File: config.mk
export PLATFORM = sky130hd
export DESIGN_NAME = panel_input_ctrl
export DESIGN_NICKNAME = d
export VERILOG_FILES = /design/src/rtl/panel_input_ctrl.sv
export SDC_FILE = /design/constraint.sdc
export NUM_CORES = 1
export LEC_CHECK = 0
export CORE_AREA = 3 3 85 87
export CTS_CLUSTER_SIZE = 8
export DETAILED_ROUTE_END_ITERATION = 6
export DIE_AREA = 0 0 88 90
export PLACE_DENSITY = 0.79
export REMOVE_ABC_BUFFERS = 1
export SETUP_SLACK_MARGIN = 0.15
export SLEW_MARGIN = 20
export SYNTH_ARGS = -nofsm -noshare
export SYNTH_HDL_FRONTEND = slang
export SYNTH_SLANG_ARGS = --single-unit
File: constraint.sdc
create_clock -name clk -period 2.2 [get_ports clk]
set_input_delay 0.22 -clock clk [delete_from_list [all_inputs] [get_ports clk]]
set_output_delay 0.22 -clock clk [all_outputs]
set_load 0.01 [all_outputs]
File: src/rtl/panel_input_ctrl.sv
// ---------------------------------------------------------------------------
// panel_input_ctrl
//
// Front-panel input block. Synchronises and debounces three push-buttons and
// turns clean presses into display-mode selection, run/halt control and
// single-step pulses for the CPU clock gating.
//
// Parameters:
//   DB_CNT     consecutive differing cycles before a new level is accepted
//   DB_W       debounce counter width
//
// Ports:
//   clk        single clock
//   rst        asynchronous active-high reset
//   btn_mode   raw button, each press advances state_show
//   btn_run    raw button, each press toggles run
//   btn_step   raw button, each press issues step_pulse while halted
//   halt_in    synchronous halt request, forces run to 0
//   state_show display selector (0 LED, 1 cycles, 2 memory, 3 branch stats)
//   run        1 = CPU free-running, 0 = halted
//   step_pulse one-cycle pulse per accepted step press
//   btn_level  debounced levels {btn_step, btn_run, btn_mode}
// ---------------------------------------------------------------------------
module panel_input_ctrl #(
   parameter int DB_CNT = 16,
   parameter int DB_W   = 20
) (
   input  logic       clk,
   input  logic       rst,
   input  logic       btn_mode,
   input  logic       btn_run,
   input  logic       btn_step,
   input  logic       halt_in,
   output logic [1:0] state_show,
   output logic       run,
   output logic       step_pulse,
   output logic [2:0] btn_level
);

   localparam logic [DB_W-1:0] CNT_LAST = DB_W'(DB_CNT - 1);
   localparam logic [DB_W-1:0] CNT_ZERO = {DB_W{1'b0}};
   localparam logic [DB_W-1:0] CNT_ONE  = DB_W'(1);

   // Button index: 0 = mode, 1 = run, 2 = step
   logic [2:0]      raw;
   logic [2:0]      s1_r;
   logic [2:0]      s2_r;
   logic [2:0]      lvl_r;
   logic [2:0]      lvl_nxt_s;
   logic [2:0]      press_s;
   logic [DB_W-1:0] cnt_r     [3];
   logic [DB_W-1:0] cnt_nxt_s [3];

   logic [1:0]      show_nxt_s;
   logic            run_nxt_s;
   logic            step_nxt_s;

   assign raw = {btn_step, btn_run, btn_mode};

   // Two-flop synchroniser for all three raw buttons
   always_ff @(posedge clk or posedge rst) begin
      if (rst) begin
         s1_r <= 3'b000;
         s2_r <= 3'b000;
      end else begin
         s1_r <= raw;
         s2_r <= s1_r;
      end
   end

   genvar gi;
   generate
      for (gi = 0; gi < 3; gi++) begin : g_db
         // Debounce next-state: count cycles the synchronised level differs
         // from the stable level; any agreeing cycle restarts the count.
         always_comb begin
            lvl_nxt_s[gi] = lvl_r[gi];
            cnt_nxt_s[gi] = CNT_ZERO;
            if (s2_r[gi] == lvl_r[gi]) begin
               cnt_nxt_s[gi] = CNT_ZERO;
            end else if (cnt_r[gi] == CNT_LAST) begin
               lvl_nxt_s[gi] = s2_r[gi];
               cnt_nxt_s[gi] = CNT_ZERO;
            end else begin
               cnt_nxt_s[gi] = cnt_r[gi] + CNT_ONE;
            end
         end

         // Debounce counter register
         always_ff @(posedge clk or posedge rst) begin
            if (rst) begin
               cnt_r[gi] <= CNT_ZERO;
            end else begin
               cnt_r[gi] <= cnt_nxt_s[gi];
            end
         end
      end
   endgenerate

   // Press event: stable level is about to rise this cycle
   assign press_s = lvl_nxt_s & ~lvl_r;

   // Control next-state: mode wrap, run toggle with halt priority, step gating
   always_comb begin
      show_nxt_s = state_show;
      run_nxt_s  = run;
      step_nxt_s = 1'b0;
      if (press_s[0]) begin
         show_nxt_s = state_show + 2'd1;
      end else begin
         show_nxt_s = state_show;
      end
      // halt_in beats a coincident toggle in either direction
      if (halt_in) begin
         run_nxt_s = 1'b0;
      end else if (press_s[1]) begin
         run_nxt_s = ~run;
      end else begin
         run_nxt_s = run;
      end
      // Step accepted only against the run value in force this cycle
      if (press_s[2] && !run) begin
         step_nxt_s = 1'b1;
      end else begin
         step_nxt_s = 1'b0;
      end
   end

   // Stable levels and all registered outputs
   always_ff @(posedge clk or posedge rst) begin
      if (rst) begin
         lvl_r      <= 3'b000;
         btn_level  <= 3'b000;
         state_show <= 2'd0;
         run        <= 1'b0;
         step_pulse <= 1'b0;
      end else begin
         lvl_r      <= lvl_nxt_s;
         btn_level  <= lvl_nxt_s;
         state_show <= show_nxt_s;
         run        <= run_nxt_s;
         step_pulse <= step_nxt_s;
      end
   end

endmodule

==> metrics.cfg, run 1 <==
[timing]
fmax_mhz = 495
rsz0062_at_grt = no
hold_slack_ps = 218
fin_skew_ps = 10.2
final.period_utilization = 0.918
setup_slack_ps = 181
maxSlewViolCount = 0
hold_viol_final = 0
relSlewSlack = 0.632
timing.setup.tns_ps = 0
setup_viol_count_final = 0
worstMarginPinSlew_ps = 547
layout_min_cycle_time_ps = 2020

[pwr]
ir_drop_mv = 0.390
pwr_density_cell_nw_per_um2 = 601
total_power_mw = 2.38
leakagePower_nw = 1.58

[die]
die_h_um = 90
die_area_um2 = 7920
pin_count = 13
initial_core_util = 0.549
core-area_um2 = 6420
num_rows = 29
die_w_um = 88

[detailed_routing]
drtPass1Iterations = 4
vias_per_cell = 5.83
drtIter0Drc = 209
ant_nets = 0
routed_wl_mm = 6.57
drc_errors = 0
routedWlPerCell_um = 14.5
via_count = 2648

[cells_and_area]
nets = 382
final_cell_mix = dfrtp_1, nor2_1, xnor2_1
layout_commonest_cell = dfrtp_1
syn2layout_area_growth_pct = 12.1
final_area_um2 = 3960
n_antenna_cell = 0
final_cells = 454
drive_gt1_frac = 0.0955
finalCoreUtilization = 0.616

[worst_setup_path]
endpoint = lvl_r[2]
critPathMaxStageDelay_ps = 570
r2r_slack_ps = 180
worst-path-max-fanout = 5
reg2reg_from = cnt_r[5]
rr_endpoint = lvl_r[2]
required_ps = 2430
crit_top_cell = or4_4
r2r_cells = 3
startpoint = cnt_r[5]
start_kind = flop
cp.arrival_ps = 2250
path_class = flop to flop
path_cells = or4_4, or4_4, mux2_4
cp_slowest_cell = or4_4
worst_setup_path_end_kind = flop

[placed_design]
place_area_um2 = 3780
gp_congestion = 0.870
numPlacedInstances = 439
buffer_ports.inserted = 12
hpwl_mm = 4.54
place_ws_ps = 190

[grt]
grt_usage = 0.182
grt_overflow_total = 0
grt_max_degree = 51
antenna_found_initial = 0
grt_pass1_wl_mm = 11.5
grt_pass1_vias = 2574

[clock_tree]
clk_pin_slew_worst_paths_ps = 80
clk_latency_ps = 340
cts_buffers = 9
cts_sinks = 73
clockBufferDepth = 2
cts_tree = yes
cts-htree-levels = 3
postCtsSetupBuffers = 0
root_buffer = clkbuf_8

[yosys]
ys_ff_latch = 73
yosysSeqAreaShare = 0.518
synth_area_um2 = 3530
synth_cells = 350
ys_warn_count = 0
synth.distinct_cells = 38
avgSynthCellArea_um2 = 10.1

[hold_path]
hold_class = input pin to async pin

[status]
status = complete, no violations

[flow_run]
drv_cap = 0

-- how the worst min path moves through the flow --
stage	start	to	slack (ps)	cells past startpoint
after detailed placement	s1_r[1]	s2_r[1]	340	0
after floorplan	btn_mode	s1_r[0]	250	0
after global placement	s1_r[1]	s2_r[1]	330	0
after CTS	rst	s2_r[2]	220	2
after global routing	rst	s2_r[2]	260	2
final	rst	cnt_r[8]	220	2
-- logic make-up (layout without fill, tap and decap cells) --
family                     count (synthesis)  in the layout  share of synthesized area
buffers and inverters                     18             45                     0.0199
and+or+nand+nor                          181            181                      0.272
AOI/OAI and AO/OA                         20             20                     0.0383
muxes                                      8              8                     0.0248
DFF                                       73             73                      0.518
xor gates and xnor gates                  47             47                      0.117
adders and majority gates                  3              3                     0.0106
-- Yosys cell counts (all sizes together) --
cell type	n	area (um2)
nor2	59	221
xnor2	34	298
nand3b	1	7.51
nor3	12	60.1
o21ai	5	25.0
o21a	1	7.51
nand4	13	81.3
dfrtp	73	1830
o21ba	1	10.0
nand3	29	150
and4	3	26.3
nor4b	2	23.8
ha	3	37.5
and2	1	6.26
nand4b	2	17.5
nand2b	1	6.26
nand2	13	48.8
nor3b	5	37.5
o31ai	1	7.51
clkbuf	6	22.5
o21bai	1	7.51
inv	10	37.5
buf	2	10.0
xor2	13	114
mux2	3	37.5
or4	5	45.0
o41ai	1	27.5
mux2i	5	50.1
nor4	27	175
and3	8	51.3
a21oi	10	50.1
-- area by class of cell --
class,count,area [um2]
clock buffer,12,145
clock inverter,3,17.5
fill,534,2470
inverter,10,37.5
multi-input combinational,259,1640
sequential,73,1830
tap,77,96.3
timing repair buffer,20,193
-- registers in the layout, summed over array words and instances, names as in the netlist --
| name | flops |
|---|---|
| s1_r | 3 |
| lvl_r | 3 |
| s2_r | 3 |
| cnt_r | 60 |
| step_pulse | 1 |
| state_show | 2 |
| run | 1 |
-- routing by layer --
metal / GRT usage / up-vias / routed length, um
met5: 0 / - / 0
met4: 0.0844 / 0 / 145
met3: 0.0329 / 12 / 146
met2: 0.281 / 40 / 3190
met1: 0.248 / 1303 / 3080
li1: - / 1293 / -
-- report_power, final --
part	internal [mW]	total (mW)	switching (mW)	leakage, nW
Clock	0.431	0.906	0.475	0.0822
Combinational	0.0364	0.0924	0.0560	0.502
Sequential	1.36	1.38	0.0179	0.995
-- timing repair --
item,CTS,global route
hold buffers,0,0
setup endpoints to repair,0,2
resized for setup,0,3
-- critical path, delay by kind of cell, from the launching register on --
| family | cells | cell delay, ps |
|---|---|---|
| flops | 1 | 450 |
| simple gates | 2 | 1140 |
| mux | 1 | 320 |
Note: power is estimated with default switching activity, not from simulation.
==> run 2: changes to the inputs <==
--- a/config.mk
+++ b/config.mk
@@ -9,6 +9,8 @@
 export CTS_CLUSTER_SIZE = 8
 export DETAILED_ROUTE_END_ITERATION = 6
 export DIE_AREA = 0 0 88 90
+export GPL_TIMING_DRIVEN = 0
+export HOLD_SLACK_MARGIN = 0.05
 export PLACE_DENSITY = 0.79
 export REMOVE_ABC_BUFFERS = 1
 export SETUP_SLACK_MARGIN = 0.15
==> run 2 against run 1 <==
Compared with the run above:
- clock power rose by 31%
- wire length rose by 1.6%
- core utilization rose by 1.1 points
- clock skew fell by 3.4 ps
- critical endpoint unchanged
- cell area rose by 1.7%
- register-to-register slack improved by 20 ps
- first-iteration DRC count fell by 20%
- highest routed layer unchanged
- largest power group unchanged
- die area did not move
- cell count fell by 0.88%
==> metrics.cfg, run 2 (same netlist as run 1, synthesis figures left out) <==
[grt]
grt_max_degree = 55  ; +7.8%
grt_pass1_vias = 2451  ; -4.8%
grt_overflow_total = 0  ; unchanged
grt_pass1_wl_mm = 11.4  ; -0.90%
antenna_found_initial = 0  ; unchanged
grt_usage = 0.181  ; -0.00107

[worst_setup_path]
cp.arrival_ps = 2240  ; about the same
required_ps = 2440  ; about the same
start_kind = flop
r2r_cells = 3  ; unchanged
worst_setup_path_end_kind = flop
worst-path-max-fanout = 5  ; unchanged
path_class = flop to flop

[detailed_routing]
drtIter0Drc = 168  ; -20%
via_count = 2621  ; -1.0%
routed_wl_mm = 6.67  ; +1.6%
vias_per_cell = 5.82  ; -0.14%
routedWlPerCell_um = 14.8  ; +2.5%
ant_nets = 0  ; unchanged
drtPass1Iterations = 4  ; unchanged
drc_errors = 0  ; unchanged

[timing]
hold_slack_ps = 163  ; -54.9 ps
worstMarginPinSlew_ps = 590  ; +43.1 ps
layout_min_cycle_time_ps = 2000  ; -19.2 ps
hold_viol_final = 0  ; unchanged
fin_skew_ps = 6.86  ; -3.37 ps
setup_viol_count_final = 0  ; unchanged
fmax_mhz = 500  ; +0.96%
maxSlewViolCount = 0  ; unchanged
rsz0062_at_grt = no
relSlewSlack = 0.603  ; -0.0290
final.period_utilization = 0.909  ; -0.00875
setup_slack_ps = 201  ; +19.2 ps

[cells_and_area]
n_fill_cell = 500  ; -6.4%
n_antenna_cell = 0  ; unchanged
layout_commonest_cell = dfrtp_1
largest_register_ffs = 60  ; unchanged
final_cells = 450  ; -0.88%
nets = 377  ; -1.3%
regMostFlops = cnt_r
final_cell_mix = dfrtp_1, nor2_1, xnor2_1
syn2layout_area_growth_pct = 14.0
final_area_um2 = 4020  ; +1.7%
drive_gt1_frac = 0.0992  ; +0.00370

[die]
num_rows = 29  ; unchanged
pin_count = 13  ; unchanged
initial_core_util = 0.549  ; unchanged
core-area_um2 = 6420  ; unchanged
die_w_um = 88  ; unchanged
die_h_um = 90  ; unchanged
die_area_um2 = 7920  ; unchanged

[clock_tree]
root_buffer = clkbuf_8
clockBufferDepth = 2  ; unchanged
clk_pin_slew_worst_paths_ps = 80  ; about the same
cts_sinks = 73  ; unchanged
clk_latency_ps = 350  ; about the same
cts-htree-levels = 3  ; unchanged
cts_buffers = 9  ; unchanged
hold_buffers = 0  ; unchanged
cts_tree = yes

[pwr]
ir_drop_mv = 0.502  ; +28%
total_power_mw = 2.66  ; +12%
pwr_density_cell_nw_per_um2 = 661  ; +10%
leakagePower_nw = 1.60  ; +1.2%

[hold_path]
hold_class = input pin to async pin

[placed_design]
buffer_ports.inserted = 12  ; unchanged
numPlacedInstances = 432  ; -1.6%
place_area_um2 = 3750  ; -0.93%
hpwl_mm = 4.38  ; -3.4%
gp_congestion = 0.794  ; -8.7%
place_ws_ps = 94.7  ; -95.6 ps

[flow_run]
drv_cap = 0  ; unchanged

[status]
status = complete, no violations

run 2: final cells by class:
cell class	count	area, um2	share of cell area
well taps	77	96.3	0.0240
clock buffers	11	151	0.0376
multi-input cells	259	1670	0.414
flip-flops and latches	73	1830	0.455
clock inverters	5	77.6	0.0193
repair buffers	15	163	0.0404
inverters	10	40.0	0.00995
run 2: worst paths after layout:
kind                       slack (ps)     start   endpoint
max reg2reg                       200  cnt_r[5]   lvl_r[2]
max in group asynchronous        1490       rst  cnt_r[32]
min                               160       rst    s1_r[2]
min reg2reg                       350   s1_r[0]    s2_r[0]
max                               200  cnt_r[5]   lvl_r[2]
min in group clk                  300   btn_run    s1_r[1]
run 2: repair_timing:
action                                  4_1_cts  5_1_grt
gates resized for setup                       1        5
endpoints found under the setup margin       17       20
pin swaps                                     1        1
buffers inserted                              2        0
run 2: per-stage QoR:
stage / util / setup TNS (ps)
global placement: 0.578 / -73470
CTS: 0.623 / 0
finish: 0.626 / 0
global route: 0.626 / 0
detailed placement: 0.584 / 0
floorplan: - / 0
run 2: power by group:
| part | leakage, nW | switching (mW) | internal (mW) | total, mW |
|---|---|---|---|---|
| sequential | 0.995 | 0.0183 | 1.36 | 1.38 |
| combinational | 0.487 | 0.0572 | 0.0363 | 0.0935 |
| clock | 0.115 | 0.491 | 0.696 | 1.19 |
| total | 1.60 | 0.566 | 2.09 | 2.66 |
run 2: critical path, stage by stage (launching register included):
cell and delay, ps:
dfrtp_2 450, or4_4 570, or4_4 570, mux2_4 310
run 2: layer usage:
metal / vias to the layer above / global-route usage / routed length, um
met4: 0 / 0.0678 / 112
met1: 1284 / 0.250 / 3070
met3: 10 / 0.0539 / 266
li1: 1282 / - / -
met2: 45 / 0.268 / 3220
met5: - / 0 / 0
==> run 3: changes to the inputs <==
--- a/config.mk
+++ b/config.mk
@@ -5,7 +5,9 @@
 export SDC_FILE = /design/constraint.sdc
 export NUM_CORES = 1
 export LEC_CHECK = 0
+export ABC_CLOCK_PERIOD_IN_PS = 2200
 export CORE_AREA = 3 3 85 87
+export CTS_CLUSTER_DIAMETER = 150
 export CTS_CLUSTER_SIZE = 8
 export DETAILED_ROUTE_END_ITERATION = 6
 export DIE_AREA = 0 0 88 90
==> results of run 3 <==
The final DEF is identical to that of run 2; final timing and power are the same.
